`config.mk`:
```
export PLATFORM = sky130hd
export DESIGN_NAME = video_monitor
export DESIGN_NICKNAME = d
export VERILOG_FILES = /design/src/rtl/video_monitor_pkg.sv /design/src/rtl/video_monitor_crc24.sv /design/src/rtl/video_monitor.sv
export SDC_FILE = /design/constraint.sdc
export NUM_CORES = 1
export LEC_CHECK = 0
export BUFFER_PORTS_ARGS = -buffer_cell sky130_fd_sc_hd__buf_2
export CAP_MARGIN = 5
export CORE_MARGIN = 3
export CORE_UTILIZATION = 59
export CTS_CLUSTER_DIAMETER = 120
export DETAILED_ROUTE_END_ITERATION = 16
export PLACE_DENSITY = 0.88
export SETUP_SLACK_MARGIN = 0.1
export SYNTH_ARGS = -nofsm -noshare
export SYNTH_HDL_FRONTEND = slang
export SYNTH_HIERARCHICAL = 1
export SYNTH_SLANG_ARGS = --single-unit
```
`constraint.sdc`:
```
create_clock -name clk -period 5.01 [get_ports clk]
set_clock_uncertainty 0.05 [all_clocks]
set_input_delay 0.7515 -clock clk [delete_from_list [all_inputs] [get_ports clk]]
set_output_delay 0.7515 -clock clk [all_outputs]
set_load 0.03 [all_outputs]
```
`src/rtl/video_monitor_pkg.sv`:
```
// Shared types, widths and CRC defaults for the TV-1 stream monitor.
// No logic; no backpressure.
package video_monitor_pkg;

    typedef enum logic {
        WAIT_VS = 1'b0,
        RUN     = 1'b1
    } state_t;

    localparam int W_PIX = 10;
    localparam int W_LEN = 11;
    localparam int W_CRC = 16;

    localparam logic [W_CRC-1:0] CRC_INIT_DEF = 16'hFFFF;
    localparam logic [W_CRC-1:0] CRC_POLY_DEF = 16'h1021;

    function automatic logic [W_PIX-1:0] sat_inc_pix(input logic [W_PIX-1:0] v);
        return (v == '1) ? v : v + W_PIX'(1);
    endfunction

    function automatic logic [W_LEN-1:0] sat_inc_len(input logic [W_LEN-1:0] v);
        return (v == '1) ? v : v + W_LEN'(1);
    endfunction

endpackage

```
`src/rtl/video_monitor_crc24.sv`:
```
// Combinational CRC-16 update over one 24-bit pixel, MSB (R[7]) first.
// Zero latency; no backpressure.
module video_monitor_crc24
    import video_monitor_pkg::*;
#(
    parameter logic [W_CRC-1:0] POLY = CRC_POLY_DEF
) (
    input  logic [W_CRC-1:0] crc_in,
    input  logic [23:0]      data,
    output logic [W_CRC-1:0] crc_out
);

    logic [W_CRC-1:0] c;

    always_comb begin
        c = crc_in;
        for (int i = 23; i >= 0; i--) begin
            c = (c[W_CRC-1] ^ data[i]) ? ({c[W_CRC-2:0], 1'b0} ^ POLY)
                                       : {c[W_CRC-2:0], 1'b0};
        end
        crc_out = c;
    end

endmodule

```
`src/rtl/video_monitor.sv`:
```
// Per-frame geometry and CRC signature of a DE/HS/VS/RGB pixel stream.
// Results land one clk after the CE sample holding the VS rise; no backpressure.
module video_monitor
    import video_monitor_pkg::*;
#(
    parameter logic [W_CRC-1:0] CRC_INIT = CRC_INIT_DEF,
    parameter logic [W_CRC-1:0] CRC_POLY = CRC_POLY_DEF
) (
    input  logic             clk,
    input  logic             res,
    input  logic             ce,
    input  logic             de,
    input  logic             hs,
    input  logic             vs,
    input  logic [23:0]      rgb,
    output logic             frame_valid,
    output logic [W_PIX-1:0] act_w,
    output logic [W_PIX-1:0] act_h,
    output logic [W_LEN-1:0] line_len,
    output logic [W_PIX-1:0] lines,
    output logic [W_CRC-1:0] frame_crc,
    output logic             err_w,
    output logic [15:0]      frame_cnt
);

    state_t           state;
    logic             de_q, hs_q, vs_q;
    logic [W_PIX-1:0] pix_cnt;
    logic [W_PIX-1:0] ref_w;
    logic [W_PIX-1:0] act_h_cnt;
    logic             err_acc;
    logic [W_LEN-1:0] len_cnt;
    logic [W_LEN-1:0] len_cap;
    logic [W_PIX-1:0] line_cnt;
    logic [W_CRC-1:0] crc_acc;

    logic             de_fall, hs_rise, vs_rise;
    logic             first_close, w_mismatch;
    logic [W_CRC-1:0] crc_seed, crc_next;

    assign de_fall = de_q & ~de;
    assign hs_rise = hs & ~hs_q;
    assign vs_rise = vs & ~vs_q;

    // The first line close of a frame defines the reference width.
    assign first_close = de_fall && (act_h_cnt == '0);
    assign w_mismatch  = de_fall && (act_h_cnt != '0) && (pix_cnt != ref_w);

    // A pixel on the VS-rise sample opens the new frame's CRC from the seed.
    assign crc_seed = vs_rise ? CRC_INIT : crc_acc;

    video_monitor_crc24 #(
        .POLY    (CRC_POLY)
    ) u_crc (
        .crc_in  (crc_seed),
        .data    (rgb),
        .crc_out (crc_next)
    );

    always_ff @(posedge clk) begin
        frame_valid <= 1'b0;
        if (res) begin
            state       <= WAIT_VS;
            de_q        <= 1'b0;
            hs_q        <= 1'b0;
            vs_q        <= 1'b0;
            pix_cnt     <= '0;
            ref_w       <= '0;
            act_h_cnt   <= '0;
            err_acc     <= 1'b0;
            len_cnt     <= '0;
            len_cap     <= '0;
            line_cnt    <= '0;
            crc_acc     <= CRC_INIT;
            act_w       <= '0;
            act_h       <= '0;
            line_len    <= '0;
            lines       <= '0;
            frame_crc   <= '0;
            err_w       <= 1'b0;
            frame_cnt   <= '0;
        end else if (ce) begin
            de_q <= de;
            hs_q <= hs;
            vs_q <= vs;
            if (vs_rise) begin
                // Old frame absorbs a closing line; HS rise and pixel go to the new one.
                if (state == RUN) begin
                    frame_valid <= 1'b1;
                    act_w       <= first_close ? pix_cnt : ref_w;
                    act_h       <= de_fall ? sat_inc_pix(act_h_cnt) : act_h_cnt;
                    err_w       <= err_acc | w_mismatch;
                    line_len    <= len_cap;
                    lines       <= line_cnt;
                    frame_crc   <= crc_acc;
                    frame_cnt   <= frame_cnt + 16'd1;
                end
                state     <= RUN;
                pix_cnt   <= de ? W_PIX'(1) : '0;
                ref_w     <= '0;
                act_h_cnt <= '0;
                err_acc   <= 1'b0;
                len_cnt   <= W_LEN'(1);
                len_cap   <= '0;
                line_cnt  <= hs_rise ? W_PIX'(1) : '0;
                crc_acc   <= de ? crc_next : CRC_INIT;
            end else if (state == RUN) begin
                if (de_fall) begin
                    act_h_cnt <= sat_inc_pix(act_h_cnt);
                    if (first_close) begin
                        ref_w <= pix_cnt;
                    end
                    if (w_mismatch) begin
                        err_acc <= 1'b1;
                    end
                    pix_cnt <= '0;
                end else if (de) begin
                    pix_cnt <= sat_inc_pix(pix_cnt);
                end
                // A line length only exists once a frame has seen two HS rises.
                if (hs_rise) begin
                    if (line_cnt != '0) begin
                        len_cap <= len_cnt;
                    end
                    len_cnt  <= W_LEN'(1);
                    line_cnt <= sat_inc_pix(line_cnt);
                end else begin
                    len_cnt <= sat_inc_len(len_cnt);
                end
                if (de) begin
                    crc_acc <= crc_next;
                end
            end
        end
    end

endmodule

```
==> results.md <==
- Least-Margin Pin Slew: 1140 ps
- Total CTS buffers: 17
- H-tree depth: 4
- Core area: 12800 um2
- Crit path from: vs_q
- Met3 GRT Util: 0.0517
- Synth Flop Type: dfxtp_1
- # DRC: 0
- Mapped Nets: 945
- Synth warnings: 6
- Cells after Synth: 908
- Met1 GRT Util: 0.351
- Io pins: 105
- Input/output buffers: 104
- Largest net degree at the start of global routing: 75
- DR vias: 6905
- Worst-path cell chain: nand2b_1 > buf_4 > nand2b_1 > xnor2_1 > xnor3_1 > xnor2_1 > xor3_1 > nor3_1 > o21ai_1
- Worst EP required: 5240 ps
- Slew Limit Fails: 0
- Synthesized area: 7820 um2
- Post-synth top area share: 0.404
- Total setup buffers inserted after CTS: 0
- Gr usage total: 0.264
- Total routed wirelength: 19.4 mm
- RR Endpoint: crc_acc[13]
- CTS Hold Bufs: 0
- Initial antenna violation count: 0
- Gr busiest metal: met2
- Antenna Cells: 0
- WP buf/inv: 1
- Critical path's top delay family: XOR/XNOR gates
- Die Wd: 121 um
- Worst slew margin: 0.235
- Crit. path cell count: 9
- Crit path launch type: flop
- Chip height: 121 um
- Final worst path period need: 3330 ps
- Register clock-pin slew on the reported worst setup and hold paths: 60 ps
- Detailed Route Iter0 Violations: 549
- # setup viols final: 0
- Root Buffer: clkbuf_16
- Final worst setup slack: around 1700 ps
- #FFs+latches synth: 158
- Global placement routability congestion: 0.899
- Maximum root-to-sink buffer count: 2
- Commonest cells in the netlist: dfxtp_1 (158), nand2_1 (126), nor2_1 (85), a21oi_1 (82), xnor2_1 (55)
- Pre-CTS setup slack: 1410 ps
- Hold Slack: approximately 400 ps
- Maximum fanout along the worst path: 18
- Most frequent cell after synthesis: dfxtp_1
- RSZ-0062 raised after global routing: no
- Worst Reg-to-Reg Cells: 9
- Top cell type by total area after synthesis: dfxtp_1
- Outcome: complete, no violations
- Reg2Reg Setup Slack: between 1500 and 2000 ps
- Post-Layout Cell Count: ~1200
- DIE AREA: 14700 um2
- First-pass GRT wire length: 31.4 mm
- WS Path Type: flop to flop
- Layout cell share with drive strength beyond 1: 0.180
- Post-synth EDFFs: 0
- M2 GR Usage: 0.428
- Drt pass-1 iters: 5
- Hpwl dp: between 10 and 15 mm
- Dpl cells: 1139
- Hold Crit Class: flop to flop
- Power per cell area: approximately 440 nW/um2
- Final hold vios: 0
- Critical path's slowest cell: xnor3_1
- Max-cap viol count: 0
- Grt total ovfl: 0
- CP Capture Type: flop
- Largest cells by area after synthesis: dfxtp_1 (40%), xnor2_1 (6.2%), nand2_1 (6.0%)
- CP max stage delay: between 500 and 600 ps
- Final nets: 1023
- Critical Path End: crc_acc[13]
- Number of global-route vias before repair: about 6300
- Post-cts resize count: 0
- Post-synthesis sequential area ratio: 0.404
- Max VDD drop: 0.000450 V
- Netlist cell types: 69
- Detailed-route wire length per cell: 16.6 um
- Area Growth Syn to Fin: 15.2%
- Post-route ant nets: 0
- CTS Sinks: between 150 and 200
- Leak: 3.41 nW
- Setup TNS: 0 ps
- Worst R2R Start: vs_q
- Starting Density: 0.612
- CTS tree: built
- CP arrival: 3550 ps
- Max Clock Freq: 301 MHz
- Vias per inst: just under 6
- Synth Area per Inst: between 8 and 9 um2
- FFs w/ async S/R, synth: 0
- Cell row count: 41
- Tcrit/Tclk final: 0.664
- Worst skew pair latency: 430 ps
logic make-up (layout without fill, tap and decap cells):
group,count (synthesis),in the layout,synth area share
AO/OA/AOI/OAI,199,199,0.167
XOR/XNOR,111,111,0.149
adder cells (fa/ha/maj),7,7,0.0112
buffers and inverters,68,159,0.0362
flip-flops,158,158,0.404
multiplexers,15,15,0.0195
AND/OR/NAND/NOR,350,350,0.212
layout make-up:
cell class	count	area, um2
well taps	172	215
clock buffers	24	512
flip-flops and latches	158	3160
clock inverters	8	103
multi-input cells	682	4380
repair buffers	111	576
fillers	974	3760
inverters	16	60.1
sequential cells by signal, indices dropped and copies added, names as in the netlist, 10 cells and up:
signal	flops
pix_cnt	10
ref_w	10
frame_crc	16
act_h_cnt	10
line_cnt	10
act_h	10
frame_cnt	16
act_w	10
line_len	11
len_cap	11
len_cnt	11
crc_acc	16
lines	10
power by group:
part	leakage, nW	total (mW)	switching [mW]	internal (mW)
combinational	1.83	1.27	0.662	0.608
clock	0.299	1.32	0.506	0.814
sequential	1.28	1.37	0.0568	1.32
total	3.41	3.96	1.22	2.74
worst min path at each step:
stage                     start           to  slack (ps)  cells after the start
CTS                  len_cap[5]  line_len[5]         400                      2
floorplan           len_cap[10]  len_cap[10]         380                      2
global route           act_h[5]     act_h[5]         420                      2
global placement       act_h[4]     act_h[4]         390                      2
detailed placement   len_cap[1]   len_cap[1]         390                      2
finish                 act_h[4]     act_h[4]         400                      2
layout by cell type, fill, tap and decap left out, types with 6 or more instances in the layout:
| cell | netlist | layout |
|---|---|---|
| nand2b_1 | 20 | 20 |
| a211oi_1 | 10 | 10 |
| clkbuf_16 | 0 | 17 |
| inv_1 | 14 | 14 |
| xnor2_1 | 55 | 55 |
| nor4_1 | 6 | 6 |
| o21ai_0 | 16 | 16 |
| a31oi_1 | 7 | 7 |
| nand3_1 | 32 | 31 |
| and2_1 | 6 | 6 |
| a211oi_2 | 10 | 10 |
| xnor2_2 | 6 | 6 |
| or3_1 | 12 | 12 |
| nor2_1 | 85 | 85 |
| ha_1 | 7 | 7 |
| o2111ai_1 | 6 | 6 |
| clkbuf_8 | 0 | 6 |
| xor2_1 | 37 | 37 |
| nand2_1 | 126 | 126 |
| buf_4 | 1 | 8 |
| mux2i_1 | 13 | 13 |
| a21oi_1 | 82 | 82 |
| o211ai_1 | 8 | 8 |
| dfxtp_1 | 158 | 158 |
| and4_1 | 6 | 6 |
| a22o_1 | 12 | 12 |
| o21ai_1 | 24 | 24 |
| nor3_1 | 21 | 21 |
| buf_2 | 12 | 103 |
| nand4_1 | 14 | 14 |
metrics by stage:
stage                      util  power, mW  area (um2)
after floorplan               -       2.41        7820
after global placement    0.657       2.56        8400
after detailed placement  0.657       2.60        8400
after CTS                 0.705       3.95        9010
after global routing      0.705       4.09        9010
final                     0.705       3.96        9010
tightest hold or removal path, cell delays in order, from the launching register on:
cell,delay [ps]
dfxtp_1,310
nand2_1,50
a21oi_1,50
metal layers:
metal / vias up / part of all wire
li1: 3312 / -
met1: 3273 / 0.44
met2: 280 / 0.47
met3: 40 / 0.063
met4: 0 / 0.025
met5: - / 0
(Power assumes the default switching activity.)
